<file path="src/rtl/p1v_io_pkg.sv">
// Shared definitions for the p1v IO ring: reset FSM encoding, 160 MHz timing
// defaults and the counter-width helper.
package p1v_io_pkg;

  typedef enum logic [1:0] {
    ST_ASSERTED = 2'd0,
    ST_STRETCH  = 2'd1,
    ST_RUN      = 2'd2
  } rst_state_e;

  localparam int DEF_DEBOUNCE_CYCLES = 1600000;  // 10 ms at 160 MHz
  localparam int DEF_STRETCH_CYCLES  = 160000;   // 1 ms at 160 MHz

  // Bits needed to hold a count of 0 .. n-1 (at least one bit).
  function automatic int cnt_width(input int n);
    return (n > 1) ? $clog2(n) : 1;
  endfunction

  localparam int DEF_DEBOUNCE_W = cnt_width(DEF_DEBOUNCE_CYCLES);
  localparam int DEF_STRETCH_W  = cnt_width(DEF_STRETCH_CYCLES);

endpackage

</file>
<file path="src/rtl/p1v_io_debounce.sv">
// Synchroniser plus debouncer for one raw active-low reset source; stable is
// the debounced level (0 means the source is requesting reset).
module p1v_io_debounce
  import p1v_io_pkg::*;
#(
  parameter int SYNC_STAGES     = 2,
  parameter int DEBOUNCE_CYCLES = DEF_DEBOUNCE_CYCLES
) (
  input  logic clock_160,
  input  logic inp_res,
  input  logic raw_n,
  output logic stable
);

  localparam int            CW      = cnt_width(DEBOUNCE_CYCLES);
  localparam logic [CW-1:0] CNT_MAX = CW'(DEBOUNCE_CYCLES - 1);

  logic [SYNC_STAGES-1:0] sync_q;
  logic                   synced;
  logic [CW-1:0]          cnt;

  assign synced = sync_q[SYNC_STAGES-1];

  always_ff @(posedge clock_160 or posedge inp_res) begin
    if (inp_res) begin
      // NOTE: synchroniser and stable reset to 0 so every source counts as
      // holding reset until it has been seen high for the full debounce window.
      sync_q <= '0;
      cnt    <= '0;
      stable <= 1'b0;
    end else begin
      sync_q <= {sync_q[SYNC_STAGES-2:0], raw_n};
      if (synced == stable) begin
        cnt <= '0;
      end else if (cnt == CNT_MAX) begin
        stable <= synced;
        cnt    <= '0;
      end else begin
        cnt <= cnt + CW'(1);
      end
    end
  end

endmodule

</file>
<file path="src/rtl/p1v_io_ring.sv">
// Pad/IO conditioning ring for the p1v core: pin synchronisers, output
// registers, LED drive and reset conditioning. Define PIN_GLITCH_FILTER_EN to add
// a 3-sample majority filter on every pin_in bit.
module p1v_io_ring
  import p1v_io_pkg::*;
#(
  parameter int NPINS           = 32,
  parameter int NRST            = 2,
  parameter int NLEDS           = 8,
  parameter int SYNC_STAGES     = 2,
  parameter int DEBOUNCE_CYCLES = DEF_DEBOUNCE_CYCLES,
  parameter int STRETCH_CYCLES  = DEF_STRETCH_CYCLES,
  parameter int LED_ACTIVE_LOW  = 1
) (
  input  logic             clock_160,
  input  logic             inp_res,
  input  logic [NRST-1:0]  rst_src_n,
  output logic             res_out_n,
  input  logic [NPINS-1:0] pin_out,
  input  logic [NPINS-1:0] pin_dir,
  output logic [NPINS-1:0] pin_in,
  input  logic [NPINS-1:0] pad_in,
  output logic [NPINS-1:0] pad_out,
  output logic [NPINS-1:0] pad_oe,
  input  logic [NLEDS-1:0] cogled,
  output logic [NLEDS-1:0] led_pad
);

  localparam int               SW      = cnt_width(STRETCH_CYCLES);
  localparam logic [SW-1:0]    STR_MAX = SW'(STRETCH_CYCLES - 1);
  localparam logic [NLEDS-1:0] LED_OFF = (LED_ACTIVE_LOW != 0) ? {NLEDS{1'b1}} : '0;

  // ---------------- pad <-> core data path ----------------
  logic [SYNC_STAGES-1:0][NPINS-1:0] pin_sync;
  logic [NPINS-1:0]                  pin_synced;

  assign pin_synced = pin_sync[SYNC_STAGES-1];

  always_ff @(posedge clock_160 or posedge inp_res) begin
    if (inp_res) begin
      pin_sync <= '0;
      pad_out  <= '0;
      pad_oe   <= '0;
      led_pad  <= LED_OFF;
    end else begin
      // NOTE: sequential state always uses non-blocking assignments so every
      // register samples the pre-edge value of its neighbours.
      pin_sync <= {pin_sync[SYNC_STAGES-2:0], pad_in};
      pad_out  <= pin_out;
      pad_oe   <= pin_dir;
      led_pad  <= cogled ^ LED_OFF;
    end
  end

`ifdef PIN_GLITCH_FILTER_EN
  logic [NPINS-1:0] flt_d1, flt_d2, flt_q;

  // Majority of the newest three synchronised samples drops 1-cycle pulses.
  always_ff @(posedge clock_160 or posedge inp_res) begin
    if (inp_res) begin
      flt_d1 <= '0;
      flt_d2 <= '0;
      flt_q  <= '0;
    end else begin
      flt_d1 <= pin_synced;
      flt_d2 <= flt_d1;
      flt_q  <= (pin_synced & flt_d1) | (pin_synced & flt_d2) | (flt_d1 & flt_d2);
    end
  end

  assign pin_in = flt_q;
`else
  assign pin_in = pin_synced;
`endif

  // ---------------- reset conditioning ----------------
  logic [NRST-1:0] stable;
  logic            req;

  for (genvar g = 0; g < NRST; g++) begin : g_rst
    p1v_io_debounce #(
      .SYNC_STAGES    (SYNC_STAGES),
      .DEBOUNCE_CYCLES(DEBOUNCE_CYCLES)
    ) u_debounce (
      .clock_160(clock_160),
      .inp_res  (inp_res),
      .raw_n    (rst_src_n[g]),
      .stable   (stable[g])
    );
  end

  assign req = ~&stable;

  rst_state_e    state;
  logic [SW-1:0] str_cnt;

  // res_out_n is registered alongside the state so it never glitches.
  always_ff @(posedge clock_160 or posedge inp_res) begin
    if (inp_res) begin
      state     <= ST_ASSERTED;
      str_cnt   <= '0;
      res_out_n <= 1'b0;
    end else begin
      case (state)
        ST_ASSERTED: begin
          if (!req) begin
            state   <= ST_STRETCH;
            str_cnt <= '0;
          end
        end
        ST_STRETCH: begin
          if (req) begin
            state <= ST_ASSERTED;
          end else if (str_cnt == STR_MAX) begin
            state     <= ST_RUN;
            res_out_n <= 1'b1;
          end else begin
            str_cnt <= str_cnt + SW'(1);
          end
        end
        ST_RUN: begin
          if (req) begin
            state     <= ST_ASSERTED;
            res_out_n <= 1'b0;
          end
        end
        default: begin
          state     <= ST_ASSERTED;
          res_out_n <= 1'b0;
        end
      endcase
    end
  end

endmodule

</file>
<file path="config.mk">
export PLATFORM = sky130hd
export DESIGN_NAME = p1v_io_ring
export DESIGN_NICKNAME = d
export VERILOG_FILES = /design/src/rtl/p1v_io_pkg.sv /design/src/rtl/p1v_io_debounce.sv /design/src/rtl/p1v_io_ring.sv
export SDC_FILE = /design/constraint.sdc
export NUM_CORES = 1
export LEC_CHECK = 0
export BUFFER_PORTS_ARGS = -buffer_cell sky130_fd_sc_hd__buf_2
export CORE_AREA = 2 2 173 175
export DETAILED_ROUTE_END_ITERATION = 10
export DIE_AREA = 0 0 175 177
export PLACE_DENSITY_LB_ADDON = 0.1
export SYNTH_ARGS = -nofsm -noshare
export SYNTH_HDL_FRONTEND = slang
export SYNTH_SLANG_ARGS = --single-unit
</file>
<file path="constraint.sdc">
create_clock -name clock_160 -period 7.6 [get_ports clock_160]
set_input_delay 1.14 -clock clock_160 [delete_from_list [all_inputs] [get_ports clock_160]]
set_output_delay 1.14 -clock clock_160 [all_outputs]
set_load 0.02 [all_outputs]
</file>
## Word level (Yosys, flattened, before mapping)

Cells that the tools add are included.
W data, S select, Z words.

| word-level totals | value |
|---|---|
| register bits after elaboration | 205 |
| input port bits | 108 |
| logic and storage cells | 59 |

| cells by class | value |
|---|---|
| add/sub/neg operators | 3 |
| equality and inequality tests | 13 |
| multiplexer cells | 17 |
| bitwise gates (word level) | 4 |
| reduce and logical (&&, ||, !) cells | 8 |

Operator list:

| cell | count |
|---|---|
| $mux W21 | 4 |
| $mux W18 | 3 |
| $add A21 B1 Y21 const B | 2 |
| $eq A21 B21 Y1 const B | 2 |
| $pmux W18 S2 | 1 |
| $add A18 B1 Y18 const B | 1 |
| $eq A18 B18 Y1 const B | 1 |
| $ne A2 B2 Y1 const B | 5 |
| $mux W2 | 4 |
| $not A8 Y8 | 1 |
| $reduce_and A4 Y1 | 2 |
| $pmux W2 S3 | 1 |
| $reduce_and A2 Y1 | 3 |
| $mux W1 | 3 |
| $ne A3 B3 Y1 const B | 1 |
| $not A1 Y1 | 3 |
| $pmux W1 S3 | 1 |
| $reduce_and A3 Y1 | 1 |
| $eq A1 B1 Y1 | 2 |
| $eq A2 B1 Y1 const B | 1 |
| $eq A2 B2 Y1 const B | 1 |
| $logic_not A2 Y1 | 1 |
| $reduce_bool A2 Y1 | 1 |

## Depth between registers and ports, before layout

Gate-level depths: netlist (run 1).

| logic depth | value |
|---|---|
| depth in word-level cells | 4 |
| mapped depth | 6 |

## Hierarchy

From an unflattened synthesis (run 1), not the netlist that was laid out.

| second synthesis, totals | value |
|---|---|
| cell total of the unflattened synthesis | 543 |
| area, all modules | 7282.0 um^2 |

By module, submodules not included:

| module | instances | cells each | area an instance (um^2) | sequential area each (um^2) |
|---|---|---|---|---|
| p1v_io_ring | 1 | 305 | 4894.7 | 3938.8 |
| p1v_io_debounce | 2 | 119 | 1193.6 | 600.6 |

## Worst setup path after synthesis (run 1)

Ideal clock, no wire load.

| timing | value |
|---|---|
| path type | register to register |
| start | reg state[1] |
| end | reg str_cnt[17] |
| library setup time | 78 ps |
| arrival time | 1865 ps |
| data required time | 7522 ps |
| slack | 5658 ps |
| cell stages (with the launch flop) | 6 |
| clock period less this slack | 1942 ps |
| cell sequence | dfrtp_1 -> nand3b_2 -> or4b_1 -> buf_2 -> or4_1 -> a21oi_1 |

| on the way | value |
|---|---|
| cells in the longest elaborated chain, start to end | 3 |
| elaborated cells on any way between the ends | 8 |
| those cells by class | eq/ne: 4; mux: 1; reduce/logical: 3 |

Ends and longest elaborated chain:

| what | RTL line | RTL |
|---|---|---|
| start: declaration | p1v_io_ring.sv:94 | `rst_state_e state;` |
| start signal: assignment | p1v_io_ring.sv:100 | `state <= ST_ASSERTED;` |
| start signal: assignment | p1v_io_ring.sv:107 | `state <= ST_STRETCH;` |
| start signal: assignment | p1v_io_ring.sv:113 | `state <= ST_ASSERTED;` |
| $eq A2 B1 Y1 / $logic_not A2 Y1 (equally long branches) | p1v_io_ring.sv:104 | `case (state)` |
| $ne A2 B2 Y1 (no line) / $reduce_bool A2 Y1 (equally long branches) | - |  |
| $reduce_and A4 Y1 (no line) | - |  |
| end signal: assignment | p1v_io_ring.sv:118 | `str_cnt <= str_cnt + SW'(1);` |
| end: declaration | p1v_io_ring.sv:95 | `logic [SW-1:0] str_cnt;` |

Several ways; a longest one is shown, not always the timed one.
A chain may end at the register's enable or synchronous reset.

==> run_results.csv, run 1 <==
group,metric,value,unit
clock_tree,cts.sinks,205,
yosys,synth_edf_count,0,
cells_and_area,syn_to_final_growth,30.3,%
clock_tree,cts_buffers,25,
cells_and_area,ff_latch_area,0.00514,mm2
floorplanning,die_x,175,um
floorplanning,die_h,177,um
floorplanning,rows,63,
yosys,synth_flop_cell,"dfrtp_1",
clock_tree,clk_latency,530,ps
cells_and_area,multiInputGateArea,0.00172,mm2
yosys,synthCells,541,
clock_tree,clk_pin_slew_worst_paths,50,ps
hold_path,hold_path.class,"reg -> reg",
critical_path,crit_fanout,122,
clock_tree,post_cts_buffers,0,
global_route,grt_pass1_wl,25300,um
pwr,power,2.52,mW
sta,fin_crit_sh,0.314,
sta,finalSetupViolCount,0,
global_route,grt_pass1_vias,4894,
routing,first_pass_iters,4,
sta,fmaxAchievable,419,MHz
placed_design,hpwlAfterDp,10600,um
sta,fin_worst_skew,22.9,ps
cells_and_area,post-route-cell-area,0.00939,mm2
yosys,synth_seq_cells,205,
yosys,ys_seq_area_frac,0.713,
sta,period_minus_slack,2390,ps
clock_tree,hold_buffers,0,
sta,hold-worst-slack,345,ps
yosys,synth-warning-count,0,
cells_and_area,final_common_cell,"buf_2",
cells_and_area,fillers,2981,
outcome,status,"completed",
routing,vias,4734,
routing,ant_nets,0,
sta,slew_viol_final,0,
yosys,synth.distinct_cells,48,
yosys,syn-cell-area,0.00720,mm2
pwr,max-vdd-ir-drop,0.166,mV
yosys,synth_nets,652,
placed_design,port_buffers,212,
clock_tree,htree_levels,1,
clock_tree,cts_tree,"yes",
sta,worstMarginPinSlew,1050,ps
routing,drt_iter0_markers,234,
sta,finalHoldViolations,0,
yosys,syn_area_per_cell,13.3,um2
critical_path,required,8070,ps
routing,wl,15600,um
sta,maxSlewHeadroom,0.301,
global_route,antenna_found_initial,1,
placed_design,gp_congestion,0.725,
floorplanning,core-area,0.0292,mm2
routing,drc,0,
critical_path,worstSetupStartpointType,"input port",
flow_run,max_cap_viol_count,0,
critical_path,cp-end-kind,"async pin",
placed_design,place_area,0.00851,mm2
cells_and_area,final_cell_mix,"buf_2 (212), dfrtp_1 (197), nor2_1 (36)",
clock_tree,root_buffer,"clkbuf_16",
cells_and_area,insertedDiodeCount,0,
critical_path,cp_data_arrival_time,2860,ps
floorplanning,io_pins,213,
global_route,grt_max_degree,123,
sta,setup_tns,0,ps
pwr,cellLeakagePower,4.35,nW
pwr,powerDensity,269,mW/mm2
routing,drt-vias-per-instance,4.12,
clock_tree,ctsResizeCount,0,
routing,post_drt_wl_per_cell,13.6,um
global_route,gr-usage-all-layers,0.101,
yosys,synthArstFlopShare,1.00,
global_route,grt_overflow,0,
clock_tree,cts.path.max_buffers,3,
floorplanning,dieArea,0.0310,mm2
floorplanning,initial_core_util,0.246,
sta,rsz0062_at_grt,"no",
critical_path,crit_type,"in -> async",
cells_and_area,fin_nets,852,
cells_and_area,drive_gt1_frac,0.365,
synth_stat cells (3+ instances only):
library cell	count	share of area
mux2_2	4	0.0063
nand3_1	23	0.016
clkbuf_1	8	0.0042
dfrtp_1	197	0.68
o31ai_1	5	0.0052
or4_1	9	0.0094
inv_1	16	0.0083
or3_1	10	0.0087
and3_1	7	0.0061
xor2_1	14	0.017
dfstp_2	8	0.029
mux2i_1	6	0.0083
nand4_1	16	0.014
o41ai_1	3	0.0036
nor3_1	9	0.0063
nand2b_1	7	0.0061
buf_4	32	0.033
a31oi_1	4	0.0035
nor2_1	36	0.019
a21o_1	3	0.0031
o21ai_0	12	0.0083
and4_1	5	0.0061
xnor2_1	12	0.015
a21oi_1	25	0.017
ha_1	3	0.0052
nand2_1	29	0.015
buf_2	3	0.0021
nor4_1	6	0.0052
worst paths after layout:
| path | startpoint | end | slack (ps) | cells past startpoint |
|---|---|---|---|---|
| min in group asynchronous | inp_res | pad_out[15] | 790 | 2 |
| max | inp_res | g_rst[1].u_debounce.cnt[13] | 5210 | 3 |
| max reg2reg | g_rst[1].u_debounce.cnt[16] | g_rst[1].u_debounce.cnt[13] | 5270 | 5 |
| min | pin_sync[17] | pin_in[17] | 340 | 0 |
| min reg2reg | pin_sync[17] | pin_in[17] | 340 | 0 |
| max in group clock_160 | led_pad[2] | led_pad[2] | 5250 | 1 |
registers in the layout (all words and copies together), names as in the netlist:
register                 count
g_rst.u_debounce.cnt        42
g_rst.u_debounce.stable      2
g_rst.u_debounce.sync_q      4
led_pad                      8
pad_oe                      32
pad_out                     32
pin_in                      32
pin_sync                    32
res_out_n                    1
state                        2
str_cnt                     18
routing by layer:
layer  global-route usage  vias to the layer above  part of all wire
li1                     -                     2247                 -
met1                0.125                     2245              0.42
met2                0.159                      208              0.46
met3               0.0382                       34             0.092
met4               0.0375                        0             0.035
met5                    0                        -                 0
layout make-up:
| class | instances | share of cell area |
|---|---|---|
| tap | 390 | 0.0520 |
| multi-input combinational | 277 | 0.183 |
| timing repair buffer | 216 | 0.116 |
| sequential | 205 | 0.548 |
| clock inverter | 11 | 0.0184 |
| inverter | 16 | 0.00720 |
| clock buffer | 34 | 0.0756 |
through the flow:
stage | cells | worst slack (ps) | utilization
after CTS | 1149 | 5050 | 0.321
after global routing | 1149 | 4790 | 0.321
after floorplan | 541 | 877 | -
final | 1149 | 5210 | 0.321
after detailed placement | 1104 | 4520 | 0.291
after global placement | 1104 | 4550 | 0.291
worst max-delay path, stage by stage:
cell and delay, ps:
buf_2 130, inv_8 570, buf_4 940
power breakdown:
group / internal (mW) / total, mW / switching, mW
combinational: 0.0427 / 0.127 / 0.0848
sequential: 1.13 / 1.15 / 0.0126
clock: 0.790 / 1.25 / 0.458
kinds of logic (layout without fill, tap and decap cells):
| kind of cell | count (synthesis) | count (layout) | share of synthesized area |
|---|---|---|---|
| mux | 10 | 10 | 0.0146 |
| buf+inv | 59 | 277 | 0.0479 |
| xor+xnor | 26 | 26 | 0.0316 |
| fa+ha+maj | 3 | 3 | 0.00521 |
| compound gates | 59 | 59 | 0.0485 |
| simple gates | 179 | 179 | 0.139 |
| flops | 205 | 205 | 0.713 |
No activity file was read; power rests on OpenSTA's default activity.
==> run 2: changes to the inputs <==
clock period = 2.4 ns   (was 7.6 ns; I/O delays follow)
==> run 2 against run 1 <==
Against the previous run: die area unchanged; sequential share of layout area decreased by 5.7 points; cell count increased by 9.8%; first-iteration DRC count decreased by 0.85%; clock skew decreased by 7.2 ps; global-route usage increased by 0.80 points; via count increased by 10%; combinational power increased to 4.4 times the previous value; sequential power increased to 3.2 times the previous value; critical path depth increased by 1; wire length increased by 7.3%; largest power group unchanged.
==> run_results.csv, run 2 (synthesis results as in run 1) <==
group,metric,value,unit
clock_tree,cts.path.max_buffers,3,
global_route,grt_pass1_vias,5519,
pwr,p_sw_frac,0.226,
critical_path,r2r_cells,4,
sta,period_minus_slack,2140,ps
cells_and_area,ff_latch_area,0.00514,mm2
cells_and_area,fin_util,0.358,
critical_path,cp-end-kind,"register",
cells_and_area,drive_gt1_frac,0.323,
global_route,grt_overflow,0,
floorplanning,die_h,177,um
sta,slew_viol_final,0,
sta,worstMarginPinSlew,612,ps
placed_design,place_area,0.00858,mm2
clock_tree,clk_pin_slew_worst_paths,60,ps
critical_path,rrSetupSlack,260,ps
cells_and_area,fin_nets,965,
floorplanning,io_pins,213,
global_route,gr-usage-all-layers,0.109,
floorplanning,rows,63,
clock_tree,cts_buffers,24,
routing,drt_iter0_markers,232,
cells_and_area,syn_to_final_growth,45.3,%
outcome,status,"completed",
critical_path,r2r-end,"str_cnt[17]",
hold_path,hold_path.class,"reg -> reg",
cells_and_area,insertedDiodeCount,0,
cells_and_area,final_common_cell,"buf_2",
global_route,antenna_found_initial,0,
routing,wl,16700,um
global_route,grt_pass1_wl,27600,um
clock_tree,root_buffer,"clkbuf_16",
global_route,grt_max_degree,96,
clock_tree,htree_levels,1,
sta,setup_tns,0,ps
placed_design,port_buffers,212,
floorplanning,die_x,175,um
sta,finalSetupViolCount,0,
placed_design,gp_congestion,0.774,
routing,drc,0,
cells_and_area,multiInputGateArea,0.00172,mm2
pwr,switching_power,1.78,mW
floorplanning,dieArea,0.0310,mm2
critical_path,required,2850,ps
sta,fmaxAchievable,466,MHz
pwr,p_seq_frac,0.460,
critical_path,crit_type,"reg -> reg",
placed_design,hpwlAfterDp,10800,um
clock_tree,cts_tree,"yes",
pwr,powerDensity,754,mW/mm2
critical_path,worstReg2RegStart,"state[1]",
clock_tree,clk_latency,530,ps
hold_path,whs_endpoint,"pin_in[10]",
clock_tree,post_cts_buffers,0,
cells_and_area,top_register,"g_rst.u_debounce.cnt",
sta,finalHoldViolations,0,
cells_and_area,post-route-cell-area,0.0105,mm2
sta,rsz0062_at_grt,"no",
critical_path,cp_data_arrival_time,2600,ps
routing,ant_nets,0,
routing,vias,5230,
routing,first_pass_iters,5,
clock_tree,hold_buffers,107,
flow_run,max_cap_viol_count,0,
floorplanning,core-area,0.0292,mm2
pwr,max-vdd-ir-drop,0.528,mV
pwr,internal-power,6.11,mW
pwr,cellLeakagePower,4.80,nW
sta,maxSlewHeadroom,0.588,
clock_tree,ctsResizeCount,0,
sta,fin_worst_skew,15.7,ps
routing,drt-vias-per-instance,4.14,
critical_path,crit_fanout,10,
hold_path,hold_path_depth,0,
routing,post_drt_wl_per_cell,13.3,um
cells_and_area,fillers,2819,
sta,fin_crit_sh,0.894,
cells_and_area,largest_reg_flops,42,
critical_path,worstSetupStartpointType,"register",
pwr,clkPwrFrac,0.470,
cells_and_area,final_cell_mix,"buf_2 (212), dfrtp_1 (197), dlygate4sd3_1 (107)",
clock_tree,cts.sinks,205,
pwr,p_comb_frac,0.070,
hold_path,min_from,"pin_sync[10]",
floorplanning,initial_core_util,0.246,
run 2: cell count changes in the layout (fill, tap and decap cells not counted), moves of 2 or more:
| cell | previous run | this run |
|---|---|---|
| buf_4 | 4 | 9 |
| dlygate4sd3_1 | 0 | 107 |
| clkbuf_8 | 5 | 3 |
| clkinv_4 | 3 | 1 |
| buf_12 | 0 | 2 |
| clkinv_2 | 2 | 4 |
| clkinvlp_4 | 1 | 4 |
run 2: per-stage QoR:
| step | setup slack, ps | std cells | hold WS [ps] | power, mW |
|---|---|---|---|---|
| after floorplan | -612 | 541 | 331 | 3.93 |
| after global placement | 323 | 1111 | 331 | 4.11 |
| after detailed placement | 285 | 1111 | 335 | 4.12 |
| after CTS | 264 | 1262 | 348 | 8.07 |
| after global routing | 142 | 1262 | 353 | 8.26 |
| final | 255 | 1262 | 346 | 7.89 |
run 2: power by group through the flow:
stage	Combinational [mW]	Sequential, mW	Clock, mW
floorplan	0.156	3.77	0
detailed placement	0.427	3.69	0
global route	0.607	3.64	4.01
finish	0.553	3.63	3.71
global placement	0.426	3.69	0
CTS	0.562	3.63	3.88
run 2: worst max path at each step:
stage	end	from	cells after the start
3_3_place_gp	str_cnt[17]	state[1]	4
3_5_place_dp	str_cnt[17]	state[1]	4
5_1_grt	str_cnt[15]	state[1]	4
2_1_floorplan	g_rst[0].u_debounce.cnt[0]	inp_res	1
6_report	str_cnt[17]	state[1]	4
4_1_cts	str_cnt[17]	state[1]	4
run 2: layout make-up:
type / instances / share of cell area
Clock buffer: 32 / 0.0631
Timing Repair Buffer: 330 / 0.214
Clock inverter: 12 / 0.0151
Sequential cell: 205 / 0.491
Multi-Input combinational cell: 277 / 0.164
Inverter: 16 / 0.00610
Tap cell: 390 / 0.0466
run 2: layer usage:
layer,track usage,up-vias,part of all wire
met1,0.135,2508,0.43
met5,0,-,0
met3,0.0389,32,0.093
met2,0.177,212,0.45
met4,0.0351,0,0.028
li1,-,2478,-
run 2: worst max-delay path, stage by stage (launching register included):
cell      delay, ps
dfrtp_1         410
nand3b_2        260
or4b_1          710
or4_1           520
a21oi_1         170
